===== src/rtl/secded_scrub_memory_if.sv =====
// Request/response bundle between the system bus and the SEC-DED scrub memory.
interface secded_scrub_memory_if #(
  parameter int unsigned DATA_W = 8,
  parameter int unsigned ADDR_W = 4,
  parameter int unsigned CNT_W  = 8
);
  // Smallest Hamming parity count covering DATA_W data bits.
  function automatic int unsigned calc_p(input int unsigned dw);
    int unsigned r;
    r = 1;
    while ((32'd1 << r) < (dw + r + 1)) r = r + 1;
    return r;
  endfunction

  localparam int unsigned P    = calc_p(DATA_W);
  localparam int unsigned CW_W = DATA_W + P + 1;

  logic              req_ready;
  logic              wr_en;
  logic              rd_en;
  logic [ADDR_W-1:0] addr;
  logic [DATA_W-1:0] wr_data;
  logic [CW_W-1:0]   inj_mask;
  logic [DATA_W-1:0] rd_data;
  logic              rd_valid;
  logic              single_err;
  logic              double_err;
  logic              cnt_clr;
  logic [CNT_W-1:0]  corr_cnt;
  logic [CNT_W-1:0]  uncorr_cnt;

  modport master (
    input  req_ready, rd_data, rd_valid, single_err, double_err, corr_cnt, uncorr_cnt,
    output wr_en, rd_en, addr, wr_data, inj_mask, cnt_clr
  );

  modport slave (
    output req_ready, rd_data, rd_valid, single_err, double_err, corr_cnt, uncorr_cnt,
    input  wr_en, rd_en, addr, wr_data, inj_mask, cnt_clr
  );
endinterface


===== src/rtl/secded_scrub_memory.sv =====
// SEC-DED protected memory with single-cycle reads, user write-back of corrected
// words, a background scrubber and saturating error counters.
module secded_scrub_memory #(
  parameter int unsigned DATA_W         = 8,
  parameter int unsigned ADDR_W         = 4,
  parameter int unsigned SCRUB_EN       = 1,
  parameter int unsigned SCRUB_INTERVAL = 64,
  parameter int unsigned CNT_W          = 8
) (
  input logic                  clk,
  input logic                  rst,
  secded_scrub_memory_if.slave bus
);
  function automatic int unsigned calc_p(input int unsigned dw);
    int unsigned r;
    r = 1;
    while ((32'd1 << r) < (dw + r + 1)) r = r + 1;
    return r;
  endfunction

  localparam int unsigned P        = calc_p(DATA_W);
  localparam int unsigned CW_W     = DATA_W + P + 1;
  localparam int unsigned DEPTH    = 2 ** ADDR_W;
  localparam int unsigned TMR_W    = $clog2(SCRUB_INTERVAL);
  localparam int unsigned CW_IDX_W = $clog2(CW_W);
  localparam int unsigned D_IDX_W  = $clog2(DATA_W);
  localparam logic [TMR_W-1:0] TMR_MAX = TMR_W'(SCRUB_INTERVAL - 1);
  localparam logic [CNT_W-1:0] CNT_MAX = '1;

  typedef enum logic [2:0] {IDLE, SCRUB_RD, SCRUB_CHK, SCRUB_WB, USER_WB} state_t;

  // Hamming syndrome: XOR of the positions of all set bits 1..N.
  function automatic logic [P-1:0] syndrome(input logic [CW_W-1:0] cw);
    logic [P-1:0] s;
    s = '0;
    for (int unsigned pos = 1; pos < CW_W; pos++)
      if (cw[CW_IDX_W'(pos)]) s = s ^ P'(pos);
    return s;
  endfunction

  // Data LSB-first into non-power-of-two positions, then parity, then overall parity.
  function automatic logic [CW_W-1:0] enc(input logic [DATA_W-1:0] d);
    logic [CW_W-1:0] cw;
    logic [P-1:0]    s;
    logic [P-1:0]    sh;
    int unsigned     k;
    cw = '0;
    k  = 0;
    for (int unsigned pos = 1; pos < CW_W; pos++) begin
      if ((pos & (pos - 1)) != 0) begin
        cw[CW_IDX_W'(pos)] = d[D_IDX_W'(k)];
        k = k + 1;
      end
    end
    s = syndrome(cw);
    for (int unsigned i = 0; i < P; i++) begin
      sh = s >> i;
      cw[CW_IDX_W'(32'd1 << i)] = sh[0];
    end
    cw[0] = ^cw[CW_W-1:1];
    return cw;
  endfunction

  function automatic logic [DATA_W-1:0] extract(input logic [CW_W-1:0] cw);
    logic [DATA_W-1:0] d;
    int unsigned       k;
    d = '0;
    k = 0;
    for (int unsigned pos = 1; pos < CW_W; pos++) begin
      if ((pos & (pos - 1)) != 0) begin
        d[D_IDX_W'(k)] = cw[CW_IDX_W'(pos)];
        k = k + 1;
      end
    end
    return d;
  endfunction

  // Flip the bit named by the syndrome; zero syndrome means the overall parity bit.
  function automatic logic [CW_W-1:0] fix(input logic [CW_W-1:0] cw, input logic [P-1:0] syn);
    logic [CW_W-1:0] f;
    f = cw;
    if (syn == '0) f[0] = ~f[0];
    else
      for (int unsigned pos = 1; pos < CW_W; pos++)
        if (syn == P'(pos)) f[CW_IDX_W'(pos)] = ~f[CW_IDX_W'(pos)];
    return f;
  endfunction

  logic [CW_W-1:0]   mem [DEPTH];
  state_t            state, state_next;
  logic [TMR_W-1:0]  timer;
  logic [ADDR_W-1:0] scrub_addr, wb_addr;
  logic [CW_W-1:0]   scrub_word, wb_word;

  logic              acc_c, wr_acc_c, rd_acc_c, scrub_adv_c;
  logic [CW_W-1:0]   u_cw, u_fix, s_fix;
  logic [P-1:0]      u_syn, s_syn;
  logic              u_single, u_double, s_single, s_double;
  logic [DATA_W-1:0] u_data;
  logic              corr_inc_c, unc_inc_c;

  // Request acceptance and decode of both the user and scrub read paths.
  always_comb begin
    acc_c      = bus.req_ready & (bus.wr_en | bus.rd_en);
    wr_acc_c   = bus.req_ready & bus.wr_en;
    rd_acc_c   = bus.req_ready & bus.rd_en & ~bus.wr_en;
    u_cw       = mem[bus.addr];
    u_syn      = syndrome(u_cw);
    u_single   = ^u_cw;
    u_double   = (u_syn != '0) && !u_single;
    u_fix      = fix(u_cw, u_syn);
    u_data     = extract(u_single ? u_fix : u_cw);
    s_syn      = syndrome(scrub_word);
    s_single   = ^scrub_word;
    s_double   = (s_syn != '0) && !s_single;
    s_fix      = fix(scrub_word, s_syn);
    corr_inc_c = (rd_acc_c & u_single) | ((state == SCRUB_CHK) & s_single);
    unc_inc_c  = (rd_acc_c & u_double) | ((state == SCRUB_CHK) & s_double);
  end

  // FSM next state; a user request in IDLE always beats a due scrub.
  always_comb begin
    state_next  = state;
    scrub_adv_c = 1'b0;
    case (state)
      IDLE: begin
        if (rd_acc_c && u_single) state_next = USER_WB;
        else if (SCRUB_EN != 0 && !acc_c && timer == TMR_MAX) state_next = SCRUB_RD;
      end
      SCRUB_RD:  state_next = SCRUB_CHK;
      SCRUB_CHK: begin
        if (s_single) state_next = SCRUB_WB;
        else begin
          state_next  = IDLE;
          scrub_adv_c = 1'b1;
        end
      end
      SCRUB_WB: begin
        state_next  = IDLE;
        scrub_adv_c = 1'b1;
      end
      USER_WB:  state_next = IDLE;
      default:  state_next = IDLE;
    endcase
  end

  // State register.
  always_ff @(posedge clk) begin
    if (rst) state <= IDLE;
    else     state <= state_next;
  end

  // Storage array: user writes and corrected write-backs never coincide.
  always_ff @(posedge clk) begin
    if (rst) begin
      for (int unsigned i = 0; i < DEPTH; i++) mem[ADDR_W'(i)] <= '0;
    end else if (wr_acc_c) begin
      mem[bus.addr] <= enc(bus.wr_data) ^ bus.inj_mask;
    end else if (state == USER_WB || state == SCRUB_WB) begin
      mem[wb_addr] <= wb_word;
    end
  end

  // Scrubber bookkeeping and pending write-back capture.
  always_ff @(posedge clk) begin
    if (rst) begin
      timer      <= '0;
      scrub_addr <= '0;
      scrub_word <= '0;
      wb_word    <= '0;
      wb_addr    <= '0;
    end else begin
      if (state != IDLE || state_next != IDLE) timer <= '0;
      else if (timer != TMR_MAX)               timer <= timer + TMR_W'(1);
      if (scrub_adv_c)        scrub_addr <= scrub_addr + ADDR_W'(1);
      if (state == SCRUB_RD)  scrub_word <= mem[scrub_addr];
      if (rd_acc_c && u_single) begin
        wb_word <= u_fix;
        wb_addr <= bus.addr;
      end else if (state == SCRUB_CHK && s_single) begin
        wb_word <= s_fix;
        wb_addr <= scrub_addr;
      end
    end
  end

  // Registered read response and request-ready.
  always_ff @(posedge clk) begin
    if (rst) begin
      bus.req_ready  <= 1'b1;
      bus.rd_valid   <= 1'b0;
      bus.rd_data    <= '0;
      bus.single_err <= 1'b0;
      bus.double_err <= 1'b0;
    end else begin
      bus.req_ready  <= (state_next == IDLE);
      bus.rd_valid   <= rd_acc_c;
      bus.single_err <= rd_acc_c & u_single;
      bus.double_err <= rd_acc_c & u_double;
      if (rd_acc_c) bus.rd_data <= u_data;
    end
  end

  // Saturating error counters; clear beats a same-cycle increment.
  always_ff @(posedge clk) begin
    if (rst || bus.cnt_clr) begin
      bus.corr_cnt   <= '0;
      bus.uncorr_cnt <= '0;
    end else begin
      if (corr_inc_c && bus.corr_cnt != CNT_MAX)  bus.corr_cnt   <= bus.corr_cnt + CNT_W'(1);
      if (unc_inc_c && bus.uncorr_cnt != CNT_MAX) bus.uncorr_cnt <= bus.uncorr_cnt + CNT_W'(1);
    end
  end
endmodule

===== src/flat_wrapper.sv =====
// flat-port wrapper written by rule: the top's interface ports become plain ports
module secded_scrub_memory_flat 
#(
  parameter int unsigned DATA_W         = 8,
  parameter int unsigned ADDR_W         = 4,
  parameter int unsigned SCRUB_EN       = 1,
  parameter int unsigned SCRUB_INTERVAL = 64,
  parameter int unsigned CNT_W          = 8
)
  (clk, rst, bus_req_ready, bus_rd_data, bus_rd_valid, bus_single_err, bus_double_err, bus_corr_cnt, bus_uncorr_cnt, bus_wr_en, bus_rd_en, bus_addr, bus_wr_data, bus_inj_mask, bus_cnt_clr);
  secded_scrub_memory_if #(.DATA_W(DATA_W), .ADDR_W(ADDR_W), .CNT_W(CNT_W)) bus_i ();
  input logic clk;
  input logic rst;
  output wire logic [$bits(bus_i.req_ready)-1:0] bus_req_ready;
  output wire logic [$bits(bus_i.rd_data)-1:0] bus_rd_data;
  output wire logic [$bits(bus_i.rd_valid)-1:0] bus_rd_valid;
  output wire logic [$bits(bus_i.single_err)-1:0] bus_single_err;
  output wire logic [$bits(bus_i.double_err)-1:0] bus_double_err;
  output wire logic [$bits(bus_i.corr_cnt)-1:0] bus_corr_cnt;
  output wire logic [$bits(bus_i.uncorr_cnt)-1:0] bus_uncorr_cnt;
  input wire logic [$bits(bus_i.wr_en)-1:0] bus_wr_en;
  input wire logic [$bits(bus_i.rd_en)-1:0] bus_rd_en;
  input wire logic [$bits(bus_i.addr)-1:0] bus_addr;
  input wire logic [$bits(bus_i.wr_data)-1:0] bus_wr_data;
  input wire logic [$bits(bus_i.inj_mask)-1:0] bus_inj_mask;
  input wire logic [$bits(bus_i.cnt_clr)-1:0] bus_cnt_clr;
  assign bus_req_ready = bus_i.req_ready;
  assign bus_rd_data = bus_i.rd_data;
  assign bus_rd_valid = bus_i.rd_valid;
  assign bus_single_err = bus_i.single_err;
  assign bus_double_err = bus_i.double_err;
  assign bus_corr_cnt = bus_i.corr_cnt;
  assign bus_uncorr_cnt = bus_i.uncorr_cnt;
  assign bus_i.wr_en = bus_wr_en;
  assign bus_i.rd_en = bus_rd_en;
  assign bus_i.addr = bus_addr;
  assign bus_i.wr_data = bus_wr_data;
  assign bus_i.inj_mask = bus_inj_mask;
  assign bus_i.cnt_clr = bus_cnt_clr;
  secded_scrub_memory #(.DATA_W(DATA_W), .ADDR_W(ADDR_W), .SCRUB_EN(SCRUB_EN), .SCRUB_INTERVAL(SCRUB_INTERVAL), .CNT_W(CNT_W)) u_core (.clk(clk), .rst(rst), .bus(bus_i));
endmodule

===== config.mk =====
export PLATFORM = sky130hd
export DESIGN_NAME = secded_scrub_memory_flat
export DESIGN_NICKNAME = d
export VERILOG_FILES = /design/src/rtl/secded_scrub_memory_if.sv /design/src/rtl/secded_scrub_memory.sv /design/src/flat_wrapper.sv
export SDC_FILE = /design/constraint.sdc
export NUM_CORES = 1
export LEC_CHECK = 0
export BUFFER_PORTS_ARGS = -buffer_cell sky130_fd_sc_hd__clkbuf_2
export CAP_MARGIN = 20
export CORE_ASPECT_RATIO = 0.5
export CORE_UTILIZATION = 33
export CTS_CLUSTER_SIZE = 8
export DETAILED_ROUTE_END_ITERATION = 7
export PLACE_DENSITY_LB_ADDON = 0.25
export SETUP_SLACK_MARGIN = 0.15
export SLEW_MARGIN = 20
export SYNTH_ARGS = -nofsm -noshare
export SYNTH_HDL_FRONTEND = slang
export SYNTH_SLANG_ARGS = --single-unit

===== constraint.sdc =====
create_clock -name clk -period 3.5 [get_ports clk]
set_clock_uncertainty 0.15 [all_clocks]
set_input_delay 0.175 -clock clk [delete_from_list [all_inputs] [get_ports clk]]
set_output_delay 0.175 -clock clk [all_outputs]
set_load 0.03 [all_outputs]

==> flow_summary.ini <==
[sta]
slew_violations = 0
maxSlewHeadroom_pct = 32.7
period_minus_slack_ps = 3410
whs_ps = 35.6
tightest_slew_ps = 1010
period_share_pct = 97.5
final_critical_path_setup_slack_ps = 86.3
setup_viol = 0
rsz0062_at_grt = true
hold_violations = 0
fmax_mhz = 293

[pwr]
ir_drop_v = 0.000408
p_per_area_nw_per_um2 = 588
power.total_uw = 11300
leakage_uw = 0.00691

[synth]
synth-seq-cells = 279
netlist_area_sq_um = 15200
synth_edf_count = 208
ys_types = 64
async_flop_share_pct = 0
syn_nets = 1261
yosys_warnings = 0
postSynthCellCount = 1227
seq_area_frac_synth_pct = 50.5
syn_avg_cell_area_sq_um = 12.4
synthFlopType = edfxtp_1

[routing]
vias = 11223
vias_per_cell = 5.54
detail-route-antenna-nets = 0
drcViolationCount = 0
routedWlPerCell_microns = 23.8
dr.pass1.iters = 5
drt-total-wl_microns = 48300
drtIter0Drc = 1201

[worst_setup_path]
cp_slowest_stage_delay_ps = 620
critPathBufInv = 3
r2r_start = u_core.mem[12][7]$_SDFFCE_PN0P_
crit_type = reg2reg
crit_cells = 12
r2r_end = u_core.bus.corr_cnt[3]$_SDFFE_PP0P_
r2r_cells = 12
path_cells = mux4_4 -> a22oi_2 -> buf_6 -> nand2_8 -> xor2_4 -> xnor2_2 -> buf_4 -> buf_6 -> xnor3_2 -> a21boi_4 -> or4_1 -> a21oi_1
end_kind = flop
r2r_slack_ps = 90
required_ps = 3810
crit_family = XOR/XNOR gates
path_max_fanout = 3
crit_top_cell = buf_6
crit_slowest_cell = mux4_4
start_kind = flop
worstPathArrival_ps = 3730

[min_path]
hold_path_depth = 4
hold_class = in2reg
hold-path-endpoint = u_core.wb_addr[1]$_SDFFE_PP0P_
hold_start = bus_addr[1]

[clock_tree]
clock_sinks = 279
cts_tree = yes
cts_buffers = 40
cts.htree.levels = 2
path_clk_slew_ps = 50
cts_root_buffer = clkbuf_16
clkLatencyLatePin_ps = 550
clockBufferDepth = 3

[place]
gp_congestion = 0.867
dp_cells = 1945
pre_cts_ws_ps = -372
post-dp-hpwl_microns = 34300
portBuffers = 57
dpl_cell_area_sq_um = 17300

[grt]
grt_pass1_vias = 11542
antenna_found_initial = 1
grt_first_pass_wirelength_microns = 73100
grt_max_degree = 58
grt_use_total_pct = 20.7
overflow = 0

[cells_and_area]
antenna_cells = 0
nNetsFinal = 1452
stdcell_area_sq_um = 19200
fillers = 4165
final_cell_mix = nor2_1 (273), edfxtp_1 (208), buf_4 (141)
syn_to_final_growth_pct = 26.1
layout-drive-gt1-share_pct = 32.9
final_common_cell = nor2_1
fin_cells = 2026

[floorplanning]
initial_core_util_pct = 33.5
row_count = 55
dieArea_sq_um = 46900
core_sq_um = 45300
die_h_microns = 154
ios = 58
die_w_microns = 305

[outcome]
status = complete, no violations

[run]
cap_violations = 0
[how the worst max path moves through the flow]
stage	start	endpoint	slack, ps
after floorplan	bus_addr[0]	u_core.bus.rd_data[1]$_SDFFE_PP0P_	-4
after global placement	bus_addr[0]	u_core.wb_word[8]$_SDFFE_PP0P_	-310
after detailed placement	bus_addr[0]	u_core.wb_word[8]$_SDFFE_PP0P_	-370
after CTS	u_core.mem[12][7]$_SDFFCE_PN0P_	u_core.bus.corr_cnt[3]$_SDFFE_PP0P_	110
after global routing	u_core.mem[4][7]$_SDFFCE_PN0P_	u_core.wb_word[2]$_SDFFE_PP0P_	-70
final	u_core.mem[12][7]$_SDFFCE_PN0P_	u_core.bus.corr_cnt[3]$_SDFFE_PP0P_	90
[cells by family after synthesis]
family / count (synthesis) / synth area share, %
and+or+nand+nor: 463 / 13.0
DFF: 279 / 50.5
adders and majority gates: 4 / 0.329
buffers and inverters: 97 / 3.55
muxes: 136 / 19.4
AOI/OAI and AO/OA: 141 / 6.28
xor gates and xnor gates: 107 / 6.90
[per-layer routing]
| layer | vias to the layer above | GRT usage (%) | share of wire, % |
|---|---|---|---|
| met4 | 0 | 5.79 | 2.3 |
| met2 | 497 | 33.9 | 48 |
| met5 | - | 0 | 0 |
| li1 | 4953 | - | - |
| met3 | 74 | 4.63 | 9.1 |
| met1 | 5699 | 27.7 | 41 |
[registers in the layout, summed over array words and instances (netlist names)]
signal / flops
u_core.bus.req_ready: 1
u_core.state: 3
u_core.bus.rd_valid: 1
u_core.wb_addr: 4
u_core.scrub_addr: 4
u_core.bus.single_err: 1
u_core.mem: 208
u_core.timer: 6
u_core.bus.corr_cnt: 8
u_core.bus.double_err: 1
u_core.scrub_word: 13
u_core.bus.uncorr_cnt: 8
u_core.bus.rd_data: 8
u_core.wb_word: 13
[cell type report]
cell class	instances	area (sq um)	area share, %
sequential	279	7670	40.0
multi-input combinational	851	7600	39.7
timing repair buffer	240	2030	10.6
clock buffer	49	1030	5.40
tap	598	748	3.91
clock inverter	3	45.0	0.235
inverter	6	22.5	0.118
[power by group]
group          switching [uW]  internal [uW]
Clock                    1450           2060
Sequential                180           3800
Combinational            1950           1810
[synthesized netlist by cell type (4+ instances only)]
master	number	area, sq um
a211oi_1	38	285
a21oi_1	44	220
a22oi_1	20	150
and2_1	4	25.0
and3_1	9	56.3
buf_1	8	30.0
buf_12	4	80.1
buf_2	5	25.0
buf_6	8	90.1
clkbuf_1	59	221
dfxtp_1	71	1420
edfxtp_1	208	6250
ha_1	4	50.1
inv_1	6	22.5
mux2i_1	17	170
mux4_1	26	683
mux4_2	91	2050
nand2_1	79	297
nand2b_1	23	144
nand3_1	12	60.1
nand3b_1	4	30.0
nor2_1	276	1040
nor3_1	23	115
nor4_1	9	56.3
o211ai_1	7	52.6
o21ai_0	11	55.1
o31ai_1	4	30.0
or3_1	10	62.6
xnor2_1	83	727
xor2_1	15	131
[worst reg2reg max path, cell delays in order, from the launching register on]
cell      delay [ps]
edfxtp_1         400
mux4_4           620
a22oi_2          210
buf_6            160
nand2_8           70
xor2_4           170
xnor2_2          170
buf_4            160
buf_6            110
xnor3_2          370
a21boi_4          90
or4_1            550
a21oi_1          120
[metrics by stage]
| step | utilization, % | setup TNS [ps] |
|---|---|---|
| 2_1_floorplan | - | -21.3 |
| 6_report | 42.3 | 0 |
| 3_5_place_dp | 38.1 | -11870 |
| 3_3_place_gp | 38.1 | -9880 |
| 5_1_grt | 42.3 | -154 |
| 4_1_cts | 41.7 | 0 |
[timing repair]
action | in CTS | in global routing
hold buffers | 3 | 0
resized for setup | 55 | 51
buffers inserted | 19 | 4
gates cloned | 3 | 0
setup endpoints to repair | 51 | 56
pin swaps | 36 | 16
hold endpoints to repair | 10 | 0
No activity file was read; power rests on OpenSTA's default activity.
